**config.mk**
```make
export PLATFORM = sky130hd
export DESIGN_NAME = jtframe_dwnld_pack
export DESIGN_NICKNAME = d
export VERILOG_FILES = /design/src/rtl/jtframe_dwnld_pack.sv
export SDC_FILE = /design/constraint.sdc
export NUM_CORES = 1
export LEC_CHECK = 0
export CAP_MARGIN = 20
export CORE_MARGIN = 5
export CORE_UTILIZATION = 35
export CTS_CLUSTER_DIAMETER = 40
export DETAILED_ROUTE_END_ITERATION = 8
export GPL_ROUTABILITY_DRIVEN = 0
export PLACE_DENSITY_LB_ADDON = 0.3
export SYNTH_ARGS = -nofsm -noshare
export SYNTH_HDL_FRONTEND = slang
export SYNTH_SLANG_ARGS = --single-unit
```
**constraint.sdc**
```tcl
create_clock -name clk -period 4.9 [get_ports clk]
set_clock_uncertainty 0.1 [all_clocks]
set_input_delay 0.735 -clock clk [delete_from_list [all_inputs] [get_ports clk]]
set_output_delay 0.735 -clock clk [all_outputs]
set_load 0.02 [all_outputs]
```
**src/rtl/jtframe_dwnld_pack.sv**
```systemverilog
// Download packer: splits the ioctl byte stream into regions, packs byte
// pairs into 16-bit words and queues them in a 2-entry buffer for the SDRAM.
module jtframe_dwnld_pack #(
  parameter int unsigned              AW        = 22,
  parameter int unsigned              REGIONS   = 4,
  parameter int unsigned              RW        = 2,
  parameter logic [REGIONS*AW-1:0]    REG_START = {22'h30000, 22'h20000, 22'h10000, 22'h0},
  parameter bit                       SWAB      = 1'b0
) (
  input  logic          clk,
  input  logic          rst,
  input  logic          downloading,
  input  logic [AW-1:0] ioctl_addr,
  input  logic [7:0]    ioctl_data,
  input  logic          ioctl_wr,
  output logic [AW-2:0] prog_addr,
  output logic [15:0]   prog_data,
  output logic [1:0]    prog_mask,
  output logic [RW-1:0] prog_region,
  output logic          prog_we,
  input  logic          prog_ack,
  output logic          dwnld_busy,
  output logic          overflow
);

  localparam int unsigned EW = (AW - 1) + 16 + 2 + RW;

  logic [RW-1:0] sel_region;
  logic [AW-1:0] sel_start;
  logic [AW-1:0] rel;
  logic          accept;
  logic          same_word;
  logic          complete;
  logic          flush_half;
  logic          push;
  logic          pop;
  logic          dl_q;

  logic          half_valid;
  logic          half_lane;
  logic [AW-2:0] half_addr;
  logic [RW-1:0] half_region;
  logic [7:0]    half_data;

  logic [7:0]    lane0_byte;
  logic [7:0]    lane1_byte;
  logic [1:0]    lane_mask;
  logic [EW-1:0] new_entry;
  logic [EW-1:0] tail_entry;
  logic          tail_valid;

  // Region decode: highest region whose start is not above the byte address
  always_comb begin
    sel_region = '0;
    sel_start  = '0;
    for (int unsigned k = 0; k < REGIONS; k++) begin
      if (ioctl_addr >= REG_START[k*AW +: AW]) begin
        sel_region = RW'(k);
        sel_start  = REG_START[k*AW +: AW];
      end
    end
  end

  assign rel        = ioctl_addr - sel_start;
  assign accept     = ioctl_wr & downloading;
  assign same_word  = half_valid && (half_addr == rel[AW-1:1]) && (half_region == sel_region);
  assign complete   = accept && same_word && (rel[0] != half_lane);
  assign flush_half = (accept && half_valid && !same_word) || (!downloading && dl_q && half_valid);
  assign push       = complete | flush_half;
  assign pop        = prog_ack & prog_we;
  assign dwnld_busy = downloading | half_valid | prog_we;

  // Build the word to push: a completed pair or the pending half with its empty lane masked
  always_comb begin
    lane0_byte = '0;
    lane1_byte = '0;
    lane_mask  = 2'b11;
    new_entry  = '0;
    if (complete) begin
      lane0_byte = half_lane ? ioctl_data : half_data;
      lane1_byte = half_lane ? half_data : ioctl_data;
      lane_mask  = 2'b00;
    end else if (half_lane) begin
      lane1_byte = half_data;
      lane_mask  = 2'b01;
    end else begin
      lane0_byte = half_data;
      lane_mask  = 2'b10;
    end
    if (SWAB) new_entry = {half_addr, lane0_byte, lane1_byte, lane_mask[0], lane_mask[1], half_region};
    else      new_entry = {half_addr, lane1_byte, lane0_byte, lane_mask, half_region};
  end

  // Half-word latch and download-window edge tracking
  always_ff @(posedge clk) begin
    if (rst) begin
      half_valid  <= 1'b0;
      half_lane   <= 1'b0;
      half_addr   <= '0;
      half_region <= '0;
      half_data   <= '0;
      dl_q        <= 1'b0;
    end else begin
      dl_q <= downloading;
      if (accept) begin
        if (complete) begin
          half_valid <= 1'b0;
        end else begin
          half_valid  <= 1'b1;
          half_lane   <= rel[0];
          half_addr   <= rel[AW-1:1];
          half_region <= sel_region;
          half_data   <= ioctl_data;
        end
      end else if (flush_half) begin
        half_valid <= 1'b0;
      end
    end
  end

  // Two-entry word buffer; the head register drives the prog_* outputs
  always_ff @(posedge clk) begin
    if (rst) begin
      prog_addr   <= '0;
      prog_data   <= '0;
      prog_mask   <= 2'b11;
      prog_region <= '0;
      prog_we     <= 1'b0;
      tail_entry  <= '0;
      tail_valid  <= 1'b0;
      overflow    <= 1'b0;
    end else begin
      case ({prog_we, tail_valid})
        2'b00: begin
          if (push) begin
            {prog_addr, prog_data, prog_mask, prog_region} <= new_entry;
            prog_we <= 1'b1;
          end
        end
        2'b10: begin
          if (pop && push) begin
            {prog_addr, prog_data, prog_mask, prog_region} <= new_entry;
          end else if (pop) begin
            prog_we <= 1'b0;
          end else if (push) begin
            tail_entry <= new_entry;
            tail_valid <= 1'b1;
          end
        end
        2'b11: begin
          if (pop) begin
            {prog_addr, prog_data, prog_mask, prog_region} <= tail_entry;
            if (push) tail_entry <= new_entry;
            else      tail_valid <= 1'b0;
          end else if (push) begin
            overflow <= 1'b1;
          end
        end
        default: ;
      endcase
    end
  end

endmodule

```
==> results.py <==
metrics = {
    "status": {
        "status": "finished clean",
    },
    "clocking": {
        "clock_sinks": 119,
        "cts_buffers": 17,
        "clock_latency_ns": 0.41,
        "cts.repair.resized": 0,
        "cts_buffer_depth": 2,
        "cts_tree": "yes",
        "htreeDepth": 4,
        "postCtsSetupBuffers": 0,
        "ctsHoldBuffers": 0,
        "clockRootBuffer": "clkbuf_16",
        "cts.clk_slew.worst_paths_ns": 0.05,
    },
    "yosys": {
        "synth_top_cell_area_share": 0.4184,
        "syn_area_sq_um": 5694,
        "synth_common_cells": "119 x dfxtp_1, 78 x nor2_1, 58 x nand2_1",
        "synth_flop_cell": "dfxtp_1",
        "syn_avg_cell_area_sq_um": 8.602,
        "ys_seq_area_frac": 0.4184,
        "yosysMostFrequentCell": "dfxtp_1",
        "syn_nets": 703,
        "yosys_register_bits": 119,
        "yosys.area.top_type": "dfxtp_1",
        "ys_types": 45,
        "netlist_instances": 662,
        "async_flop_share": 0,
        "yosysWarnings": 0,
        "synth-edff-count": 0,
        "yosys-top-cells-area": "dfxtp_1 42%, a211oi_1 6.6%, nor2_1 5.1%",
    },
    "floorplanning": {
        "core_area_sq_um": 15940,
        "die_x_microns": 137.6,
        "rows": 46,
        "ios": 79,
        "die-area_sq_um": 18920,
        "die_y_microns": 137.6,
        "start_util": 0.3572,
    },
    "placement": {
        "port_buffers": 78,
        "place_hpwl_mm": 9.871,
        "dpl_cell_area_sq_um": 6803,
    },
    "setup_path": {
        "worst_path_max_delay_cell": "or4_4",
        "cp.arrival_ns": 4.72,
        "cpPeakStageDelay_ns": 0.56,
        "cp_cell_sequence": "clkdlybuf4s50_1 > or4_4 > nor2_1 > inv_1 > ha_1 > fa_1 > xor2_1 > nand4_1 > a311oi_1 > nand4_1 > or3_4 > o211a_2 > or2_1 > buf_4 > a211oi_1",
        "end_kind": "flip-flop",
        "r2r_start": "prog_we",
        "start_kind": "input port",
        "critPathMaxFanout": 18,
        "cpMostUsedCell": "nand4_1",
        "required_ns": 5.11,
        "criticalPathCategory": "input port to flip-flop",
        "crit_start": "ioctl_addr[21]",
    },
    "worst_hold_path": {
        "min_from": "prog_addr[13]",
        "hp-class": "flip-flop to flip-flop",
    },
    "routing": {
        "drc": 0,
        "wl_per_cell_microns": 15.16,
        "routed-via-count": 4790,
        "dr.pass1.iters": 4,
        "totalWireLength_mm": 14.56,
        "first_iter_violations": 346,
        "viasPerCell": 4.990,
        "ant_nets": 0,
    },
    "power": {
        "total_power_mw": 2.581,
        "p_leak_nw": 2.622,
        "power.share.sequential": 0.397,
        "powerDensity_nw_per_um2": 348.2,
        "peakVddDrop_mv": 0.2330,
        "swShare": 0.2330,
        "clkPwrFrac": 0.494,
        "internal_power_mw": 1.979,
        "p_switching_mw": 0.6013,
        "pwr-share-comb": 0.109,
    },
    "finish": {
        "finish.instance_area_sq_um": 7412,
        "synthToLayoutAreaGrowth_pct": 30.17,
        "diodes": 0,
        "multi_input_area_sq_um": 2973,
        "final_nets": 773,
        "drive_gt1_frac": 0.1223,
        "regArea_sq_um": 2382,
        "fillCellCount": 1528,
        "fin_util": 0.4649,
    },
    "sta": {
        "relSlewSlack": 0.3125,
        "worstMarginPinSlew_ns": 1.031,
        "timing.hold.ws_ns": 0.3517,
        "finalCritPeriodShare": 0.9203,
        "rsz0062_at_grt": "no",
        "slew_violations": 0,
        "setup_tns_ns": 0,
        "hold_viol_final": 0,
        "fmax_mhz": 221.8,
        "setup_viol": 0,
        "finalCriticalPeriod_ns": 4.510,
    },
    "global_route": {
        "grt_pass1_wl_mm": 23.83,
        "grt_pass1_vias": 4771,
        "grt_use_total": 0.1605,
        "grt_max_degree": 98,
        "antenna_found_initial": 0,
        "overflow": 0,
    },
    "flow_run": {
        "drv_cap": 0,
    },
}
-- metrics by stage --
step           std cells  setup slack, ns
2_1_floorplan        662           0.5348
4_1_cts              960           0.3922
3_3_place_gp         929           0.1026
5_1_grt              960          0.05889
6_report             960           0.3905
3_5_place_dp         929        -0.006863
-- state kept, by name, indices dropped and copies added, names as in the netlist --
signal,flops
half_region,2
tail_valid,1
half_lane,1
prog_we,1
prog_mask,2
half_valid,1
half_data,8
prog_addr,21
half_addr,21
prog_region,2
prog_data,16
overflow,1
tail_entry,41
dl_q,1
-- layer usage --
metal  routed length, microns  part of all wire  vias up  global-route usage
li1                         -                 -     2435                   -
met2                     7137              0.49      105              0.2627
met5                        0                 0        -                   0
met1                     6629              0.46     2236              0.2046
met4                      175             0.012        0             0.06098
met3                      615             0.042       14             0.03835
-- cells in the final DEF, fill, tap and decap left out, types with 7 or more instances in the layout --
master / instances
a211o_1: 8
a22oi_1: 9
xnor2_1: 18
nor3_1: 25
buf_4: 19
nor2b_1: 34
o41ai_2: 7
inv_1: 32
a211oi_1: 50
mux2i_1: 27
and2_1: 13
clkdlybuf4s50_1: 77
nor2_1: 77
nand2_1: 58
a21oi_1: 30
dfxtp_1: 119
mux2_2: 23
o21ai_0: 26
buf_12: 7
clkbuf_16: 17
a31oi_1: 9
-- final timing paths --
kind         slack [ns]  cells after the start              to
min                0.35                      2   prog_addr[13]
max                0.39                     15  prog_region[1]
min reg2reg        0.35                      2   prog_addr[13]
max reg2reg        1.98                      8  prog_region[1]
-- final cells by class --
type / instances / share of cell area
timing repair buffer: 103 / 0.1421
sequential: 119 / 0.3214
inverter: 33 / 0.01671
tap: 216 / 0.03646
clock inverter: 7 / 0.01587
clock buffer: 24 / 0.06634
multi-input combinational: 458 / 0.4011
-- power groups by stage --
stage          sequential (mW)  clock, mW  combinational (mW)
2_1_floorplan             1.06          0               0.144
3_3_place_gp              1.04          0               0.277
3_5_place_dp              1.05          0               0.281
4_1_cts                   1.03       1.30               0.283
5_1_grt                   1.03       1.35               0.307
6_report                  1.03       1.28               0.280
-- worst max-delay path, delay by kind of cell --
kind / cells / cell delay, ns
xor+xnor: 1 / 0.16
simple gates: 6 / 1.68
fa+ha+maj: 2 / 0.75
compound gates: 3 / 0.67
buf+inv: 3 / 0.72
-- cells by family (layout without fill, tap and decap cells) --
kind of cell / count (synthesis) / in the layout / synth area share
fa+ha+maj: 6 / 6 / 0.01450
simple gates: 229 / 229 / 0.1885
mux: 50 / 50 / 0.09295
xor+xnor: 24 / 24 / 0.03933
buf+inv: 85 / 167 / 0.06196
flops: 119 / 119 / 0.4184
compound gates: 149 / 149 / 0.1844
Power figures use the tool's default switching activity.
